## src/rtl/mips_lsu_if.sv

```systemverilog
// Core request/response channel plus the byte-lane data memory port of the load/store unit.
// Buses are XLEN bits wide with lane 0 (lowest address) in the most significant byte.
interface mips_lsu_if #(
  parameter int XLEN = 32
);
  logic            req_valid;
  logic            req_ready;
  logic            req_write;
  logic [1:0]      req_size;
  logic            req_unsigned;
  logic [XLEN-1:0] req_addr;
  logic [XLEN-1:0] req_wdata;
  logic            resp_valid;
  logic [XLEN-1:0] resp_rdata;
  logic            resp_fault;
  logic [XLEN-1:0] mem_addr;
  logic [XLEN-1:0] mem_data_out;
  logic [XLEN-1:0] mem_data_in;
  logic            mem_write_en;

  modport slave (
    input  req_valid, req_write, req_size, req_unsigned, req_addr, req_wdata, mem_data_out,
    output req_ready, resp_valid, resp_rdata, resp_fault, mem_addr, mem_data_in, mem_write_en
  );

  modport master (
    output req_valid, req_write, req_size, req_unsigned, req_addr, req_wdata, mem_data_out,
    input  req_ready, resp_valid, resp_rdata, resp_fault, mem_addr, mem_data_in, mem_write_en
  );
endinterface

```

## src/rtl/mips_lsu.sv

```systemverilog
// Big-endian load/store unit; resp after 1 (fault), 2 (full store), MEM_LATENCY+1 (load) or MEM_LATENCY+2 (RMW store) cycles.
// One request in flight: req_ready is high only in IDLE and requests seen while busy are dropped.
module mips_lsu #(
  parameter int XLEN        = 32,
  parameter int MEM_LATENCY = 1
) (
  input  logic      clk,
  input  logic      rst_b,
  mips_lsu_if.slave bus
);
  localparam int         LANES   = XLEN / 8;
  localparam int         OW      = $clog2(LANES);
  localparam int         CW      = $clog2(MEM_LATENCY + 1);
  localparam logic [3:0] LANES_B = 4'(LANES);

  typedef enum logic [1:0] {IDLE, RD_WAIT, WR, RESP} state_t;

  state_t          r_state;
  state_t          w_next;
  logic [OW-1:0]   r_off;
  logic [3:0]      r_bytes;
  logic            r_uns;
  logic            r_write;
  logic [CW-1:0]   r_cnt;
  logic [XLEN-1:0] r_wdata;
  logic [XLEN-1:0] r_wbuf;
  logic [XLEN-1:0] r_rdata;
  logic            r_fault;
  logic [XLEN-1:0] r_mem_addr;

  logic [3:0]      w_req_bytes;
  logic            w_misalign;
  logic            w_fault;
  logic            w_full;
  logic            w_accept;
  logic            w_capture;
  logic [6:0]      w_rsh;
  logic [XLEN-1:0] w_mask;
  logic [XLEN-1:0] w_sel;
  logic            w_sign;
  logic [XLEN-1:0] w_ext;
  logic [3:0]      w_end;
  logic [6:0]      w_pos;
  logic [XLEN-1:0] w_merged;

  assign w_req_bytes = 4'd1 << bus.req_size;
  assign w_misalign  = ((bus.req_size == 2'd1) &  bus.req_addr[0])
                     | ((bus.req_size == 2'd2) & |bus.req_addr[1:0])
                     | ((bus.req_size == 2'd3) & |bus.req_addr[2:0]);
  assign w_fault     = (w_req_bytes > LANES_B) | w_misalign;
  assign w_full      = (w_req_bytes == LANES_B);
  assign w_accept    = (r_state == IDLE) & bus.req_valid;
  assign w_capture   = (r_state == RD_WAIT) & (r_cnt == CW'(1));

  // Load path: left-justify the target lanes, then right-justify them to the access width.
  assign w_rsh  = 7'(XLEN) - {r_bytes, 3'b000};
  assign w_mask = {XLEN{1'b1}} >> w_rsh;
  assign w_sel  = (bus.mem_data_out << {r_off, 3'b000}) >> w_rsh;
  assign w_sign = ~r_uns & |(w_sel & w_mask & ~(w_mask >> 1));
  assign w_ext  = w_sel | ({XLEN{w_sign}} & ~w_mask);

  // Store path: splice the low bytes of the store data into the lanes just read.
  assign w_end    = 4'(r_off) + r_bytes;
  assign w_pos    = 7'(XLEN) - {w_end, 3'b000};
  assign w_merged = (bus.mem_data_out & ~(w_mask << w_pos)) | ((r_wdata & w_mask) << w_pos);

  always_ff @(posedge clk) begin
    if (rst_b) r_state <= IDLE;
    else       r_state <= w_next;
  end

  always_comb begin
    w_next = r_state;
    case (r_state)
      IDLE: begin
        if (bus.req_valid) begin
          if (w_fault)                     w_next = RESP;
          else if (bus.req_write && w_full) w_next = WR;
          else                              w_next = RD_WAIT;
        end
      end
      RD_WAIT: if (w_capture) w_next = r_write ? WR : RESP;
      WR:      w_next = RESP;
      default: w_next = IDLE;
    endcase
  end

  always_ff @(posedge clk) begin
    if (rst_b) begin
      r_off      <= '0;
      r_bytes    <= '0;
      r_uns      <= 1'b0;
      r_write    <= 1'b0;
      r_cnt      <= '0;
      r_wdata    <= '0;
      r_wbuf     <= '0;
      r_rdata    <= '0;
      r_fault    <= 1'b0;
      r_mem_addr <= '0;
    end else begin
      if (w_accept) begin
        r_off      <= bus.req_addr[OW-1:0];
        r_bytes    <= w_req_bytes;
        r_uns      <= bus.req_unsigned;
        r_write    <= bus.req_write;
        r_wdata    <= bus.req_wdata;
        r_wbuf     <= bus.req_wdata;
        r_cnt      <= CW'(MEM_LATENCY);
        r_fault    <= w_fault;
        r_mem_addr <= {bus.req_addr[XLEN-1:OW], {OW{1'b0}}};
      end
      if (r_state == RD_WAIT) begin
        r_cnt <= r_cnt - CW'(1);
        if (w_capture) begin
          if (r_write) r_wbuf  <= w_merged;
          else         r_rdata <= w_ext;
        end
      end
      if (r_state == RESP) begin
        r_rdata <= '0;
        r_fault <= 1'b0;
      end
    end
  end

  assign bus.req_ready    = (r_state == IDLE);
  assign bus.resp_valid   = (r_state == RESP);
  assign bus.resp_rdata   = r_rdata;
  assign bus.resp_fault   = r_fault;
  assign bus.mem_addr     = r_mem_addr;
  assign bus.mem_write_en = (r_state == WR);
  assign bus.mem_data_in  = (r_state == WR) ? r_wbuf : '0;
endmodule

```

## src/flat_wrapper.sv

```systemverilog
// flat-port wrapper written by rule: the top's interface ports become plain ports
module mips_lsu_flat 
#(
  parameter int XLEN        = 32,
  parameter int MEM_LATENCY = 1
)
  (clk, rst_b, bus_req_valid, bus_req_write, bus_req_size, bus_req_unsigned, bus_req_addr, bus_req_wdata, bus_mem_data_out, bus_req_ready, bus_resp_valid, bus_resp_rdata, bus_resp_fault, bus_mem_addr, bus_mem_data_in, bus_mem_write_en);
  mips_lsu_if #(.XLEN(XLEN)) bus_i ();
  input  logic clk;
  input  logic rst_b;
  input wire logic [$bits(bus_i.req_valid)-1:0] bus_req_valid;
  input wire logic [$bits(bus_i.req_write)-1:0] bus_req_write;
  input wire logic [$bits(bus_i.req_size)-1:0] bus_req_size;
  input wire logic [$bits(bus_i.req_unsigned)-1:0] bus_req_unsigned;
  input wire logic [$bits(bus_i.req_addr)-1:0] bus_req_addr;
  input wire logic [$bits(bus_i.req_wdata)-1:0] bus_req_wdata;
  input wire logic [$bits(bus_i.mem_data_out)-1:0] bus_mem_data_out;
  output wire logic [$bits(bus_i.req_ready)-1:0] bus_req_ready;
  output wire logic [$bits(bus_i.resp_valid)-1:0] bus_resp_valid;
  output wire logic [$bits(bus_i.resp_rdata)-1:0] bus_resp_rdata;
  output wire logic [$bits(bus_i.resp_fault)-1:0] bus_resp_fault;
  output wire logic [$bits(bus_i.mem_addr)-1:0] bus_mem_addr;
  output wire logic [$bits(bus_i.mem_data_in)-1:0] bus_mem_data_in;
  output wire logic [$bits(bus_i.mem_write_en)-1:0] bus_mem_write_en;
  assign bus_i.req_valid = bus_req_valid;
  assign bus_i.req_write = bus_req_write;
  assign bus_i.req_size = bus_req_size;
  assign bus_i.req_unsigned = bus_req_unsigned;
  assign bus_i.req_addr = bus_req_addr;
  assign bus_i.req_wdata = bus_req_wdata;
  assign bus_i.mem_data_out = bus_mem_data_out;
  assign bus_req_ready = bus_i.req_ready;
  assign bus_resp_valid = bus_i.resp_valid;
  assign bus_resp_rdata = bus_i.resp_rdata;
  assign bus_resp_fault = bus_i.resp_fault;
  assign bus_mem_addr = bus_i.mem_addr;
  assign bus_mem_data_in = bus_i.mem_data_in;
  assign bus_mem_write_en = bus_i.mem_write_en;
  mips_lsu #(.XLEN(XLEN), .MEM_LATENCY(MEM_LATENCY)) u_core (.clk(clk), .rst_b(rst_b), .bus(bus_i));
endmodule
```

## config.mk

```make
export PLATFORM = sky130hd
export DESIGN_NAME = mips_lsu_flat
export DESIGN_NICKNAME = d
export VERILOG_FILES = /design/src/rtl/mips_lsu_if.sv /design/src/rtl/mips_lsu.sv /design/src/flat_wrapper.sv
export SDC_FILE = /design/constraint.sdc
export NUM_CORES = 1
export LEC_CHECK = 0
export BUFFER_PORTS_ARGS = -buffer_cell sky130_fd_sc_hd__buf_2
export CAP_MARGIN = 15
export CORE_ASPECT_RATIO = 1.4
export CORE_MARGIN = 3
export CORE_UTILIZATION = 38
export CTS_CLUSTER_SIZE = 8
export DETAILED_ROUTE_END_ITERATION = 10
export SLEW_MARGIN = 20
export SYNTH_ARGS = -nofsm -noshare
export SYNTH_HDL_FRONTEND = slang
export SYNTH_SLANG_ARGS = --single-unit
```

## constraint.sdc

```tcl
create_clock -name clk -period 4.3 [get_ports clk]
set_input_delay 0.43 -clock clk [delete_from_list [all_inputs] [get_ports clk]]
set_output_delay 0.43 -clock clk [all_outputs]
set_load 0.1 [all_outputs]
```

==> results.cfg <==
[clocking]
cts.clk_slew.worst_paths_ps = 70
ctsHtreeMaxLevel = 4
cts_buffers = 17
clkLatencyLatePin_ps = 430
cts.sinks = 138
cts.repair.resized = 0
postCtsSetupBuffers = 0
cts_tree = done
root_buffer = sky130_fd_sc_hd__clkbuf_16
clk_path_buf_depth = 2
holdBufCountCts = 0

[critical_path]
rrSetupSlack_ps = 1090
timing.critical_path.slowest_stage_cell = sky130_fd_sc_hd__or4b_1
path_buf_inv = 2
timing.critical_path.mode_cell = sky130_fd_sc_hd__ha_1
timing.critical_path.to_type = flop
regToRegEndpoint = u_core.r_wbuf[15]$_SDFF_PP0_
cpPeakStageDelay_ps = 650
worstPathArrival_ps = 3490
worst_reg2reg_startpoint = u_core.r_bytes[0]$_SDFFE_PP0P_
worstSetupPathType = flop to flop
worstPathMaxFanout = 9
start_kind = flop
worstPathCellList = ha_1, fa_1, inv_1, ha_1, xnor2_1, nor2_1, buf_4, or4b_1, a221oi_1, a311oi_1
cpLargestDelayFamily = adder cells
data_required_time_of_the_worst_path_ps = 4580
ff2ff_path_depth = 10

[synthesis]
ys_seq_area_frac = 0.365
synthDominantCellAreaShare = 0.365
ys_seq_elements = 138
area_leader_netlist = sky130_fd_sc_hd__dfxtp_1
syn_inst = 1004
syn_area_um2 = 7560
asyncSetResetFlopFracSynth = 0
yosys.cell_count.top_type = sky130_fd_sc_hd__nand2_1
post_synth_main_area_contributors = sky130_fd_sc_hd__dfxtp_1 (37%), sky130_fd_sc_hd__nand2_1 (12%), sky130_fd_sc_hd__a21oi_1 (9.2%), sky130_fd_sc_hd__mux2i_1 (4.4%), sky130_fd_sc_hd__o21ai_0 (3.6%)
syn_area_per_cell_um2 = 7.53
yosys_cell_types = 62
synth-warning-count = 0
post_synth_edffs = 0
yosys_most_used_dff = sky130_fd_sc_hd__dfxtp_1
netlist_top_cells_count = sky130_fd_sc_hd__nand2_1 (235), sky130_fd_sc_hd__a21oi_1 (139), sky130_fd_sc_hd__dfxtp_1 (138), sky130_fd_sc_hd__clkbuf_1 (61), sky130_fd_sc_hd__o21ai_0 (54)

[final_layout]
area_growth_pct = 23.2
num-nets-final = 1275
layout.filler_cells = 2040
ff_latch_area_um2 = 2760
multi_input_gate_area_um2 = 4410
final_cell_area_excluding_filler_cells_um2 = 9320
post_route_cells_drive_above_1_share = 0.239
diodes = 0

[global_routing]
grt_pass1_wl_mm = 42.0
grt_util_all_layers = 0.240
overflow = 0
grt_antenna_before_repair = 0
grt_max_degree = 105
grt_pass1_vias = 7651

[hold_path]
hold_end = u_core.bus.mem_addr[6]$_SDFFE_PP0P_
hold_depth = 3
worstHoldPathType = input pin to flop
hold_crit_start = bus_req_addr[6]

[run_status]
status = finished clean

[place]
gpl.final_weighted_congestion = 0.934
buffer_ports.inserted = 200
place_area_um2 = 8730
hpwl_mm = 19.5

[sta]
rsz0062_at_grt = false
achievable-frequency_mhz = 311
min_period_over_period = 0.747
slew-limit-headroom = 0.356
fin_crit_ps = 3210
final.setup.tns_ps = 0
setup_violations = 0
fin_worst_skew_ps = 20.9
timing_worst_slew_pin_value_ps = 966
final-max-slew-violation-count = 0
final_hold_viol_count = 0

[die]
design.core.area_um2 = 19400
rows = 60
initial_utilization = 0.391
design.portCount = 203
die_w_um = 125
die-area_um2 = 21700
dieHeight_um = 173

[route]
routed_len_inst_um = 18.8
routed-via-count = 8041
viasPerCell = 5.65
drc = 0
antenna_left = 0
m1WireLength_mm = 11.2
wl_met3_mm = 1.48
firstDrtPassIters = 5
route.final.wire_length_mm = 26.7
detailedRoute.firstIterationViolations = 582
top_signal_layer_used = met4
met2WireLength_mm = 12.9

[job]
number_of_max_cap_violations = 0

[pwr]
power.density_nw_per_um2 = 609
cellLeakagePower_nw = 3.85
irDropWorstVdd_mv = 0.402
==> cells in the final DEF (no fill, tap or decap), types with 4 or more instances in the layout <==
cell type	count
sky130_fd_sc_hd__nand2_1	234
sky130_fd_sc_hd__buf_2	199
sky130_fd_sc_hd__a21oi_1	139
sky130_fd_sc_hd__dfxtp_1	137
sky130_fd_sc_hd__o21ai_0	54
sky130_fd_sc_hd__and2_1	35
sky130_fd_sc_hd__nor2_1	33
sky130_fd_sc_hd__a211oi_1	33
sky130_fd_sc_hd__mux2i_1	33
sky130_fd_sc_hd__inv_1	24
sky130_fd_sc_hd__buf_4	23
sky130_fd_sc_hd__o22ai_1	22
sky130_fd_sc_hd__a221oi_1	20
sky130_fd_sc_hd__clkbuf_16	17
sky130_fd_sc_hd__nand3_1	16
sky130_fd_sc_hd__nor3_1	14
sky130_fd_sc_hd__a22oi_1	11
sky130_fd_sc_hd__a2111oi_0	8
sky130_fd_sc_hd__a311oi_1	8
sky130_fd_sc_hd__mux2_2	8
sky130_fd_sc_hd__a221o_1	7
sky130_fd_sc_hd__ha_1	7
sky130_fd_sc_hd__xnor2_1	6
sky130_fd_sc_hd__inv_6	6
sky130_fd_sc_hd__nor2b_1	5
sky130_fd_sc_hd__o21a_1	4
sky130_fd_sc_hd__nand2b_1	4
sky130_fd_sc_hd__or2_2	4
==> where the power goes <==
| group | internal, mW | total (mW) | switching [mW] |
|---|---|---|---|
| clock network | 0.818 | 1.46 | 0.647 |
| registers | 1.49 | 1.65 | 0.154 |
| logic | 0.593 | 2.56 | 1.97 |
| total | 2.90 | 5.67 | 2.77 |
==> state kept, by name, indices dropped and copies added, names as in the netlist, 2 cells and up <==
signal and flops:
u_core.r_off 2, u_core.r_wbuf 32, u_core.r_bytes 4, u_core.r_state 2, u_core.bus.mem_addr 30, u_core.bus.resp_rdata 32, u_core.r_wdata 32
==> worst max path at each step <==
stage | startpoint | end | slack (ps) | cells after the start
global placement | u_core.r_bytes[0]$_SDFFE_PP0P_ | u_core.r_wbuf[16]$_SDFF_PP0_ | 1180 | 10
CTS | u_core.r_bytes[0]$_SDFFE_PP0P_ | u_core.r_wbuf[15]$_SDFF_PP0_ | 1110 | 10
finish | u_core.r_bytes[0]$_SDFFE_PP0P_ | u_core.r_wbuf[15]$_SDFF_PP0_ | 1090 | 10
floorplan | u_core.r_bytes[0]$_SDFFE_PP0P_ | u_core.r_wbuf[14]$_SDFF_PP0_ | 1260 | 10
detailed placement | u_core.r_bytes[0]$_SDFFE_PP0P_ | u_core.r_wbuf[15]$_SDFF_PP0_ | 1140 | 10
global route | u_core.r_bytes[0]$_SDFFE_PP0P_ | u_core.r_wbuf[30]$_SDFF_PP0_ | 840 | 10
==> cells by family after synthesis <==
| kind of cell | Yosys count | synth area share |
|---|---|---|
| buffers and inverters | 107 | 0.0554 |
| other | 1 | 0.000496 |
| AND/OR/NAND/NOR | 369 | 0.217 |
| XOR/XNOR | 9 | 0.0114 |
| adder cells (fa/ha/maj) | 9 | 0.0159 |
| flip-flops | 138 | 0.365 |
| AO/OA/AOI/OAI | 327 | 0.271 |
| multiplexers | 44 | 0.0635 |
==> metrics by stage <==
step	setup slack [ps]	util	power, mW	cells	hold slack (ps)
after detailed placement	1140	0.451	4.22	1392	445
after CTS	1110	0.481	5.69	1424	217
after global routing	836	0.481	5.97	1424	225
after floorplan	1260	-	3.64	1005	436
after global placement	1180	0.451	4.21	1392	439
final	1090	0.481	5.67	1424	234
==> cell type report <==
cell class                 count  share of cell area
clock buffer                  17              0.0456
clock inverter                15              0.0164
inverter                      24             0.00966
multi-input combinational    760               0.473
sequential                   138               0.297
tap                          248              0.0333
timing repair buffer         222               0.125
==> worst min-delay path, stage by stage <==
cell and delay, ps:
sky130_fd_sc_hd__buf_2 90, sky130_fd_sc_hd__nand2_1 40, sky130_fd_sc_hd__a21oi_1 50
==> layer usage <==
layer,vias to the layer above,track usage
li1,3899,-
met1,3797,0.299
met2,281,0.395
met3,64,0.0491
met4,0,0.113
met5,-,0
Power figures use the tool's default switching activity.
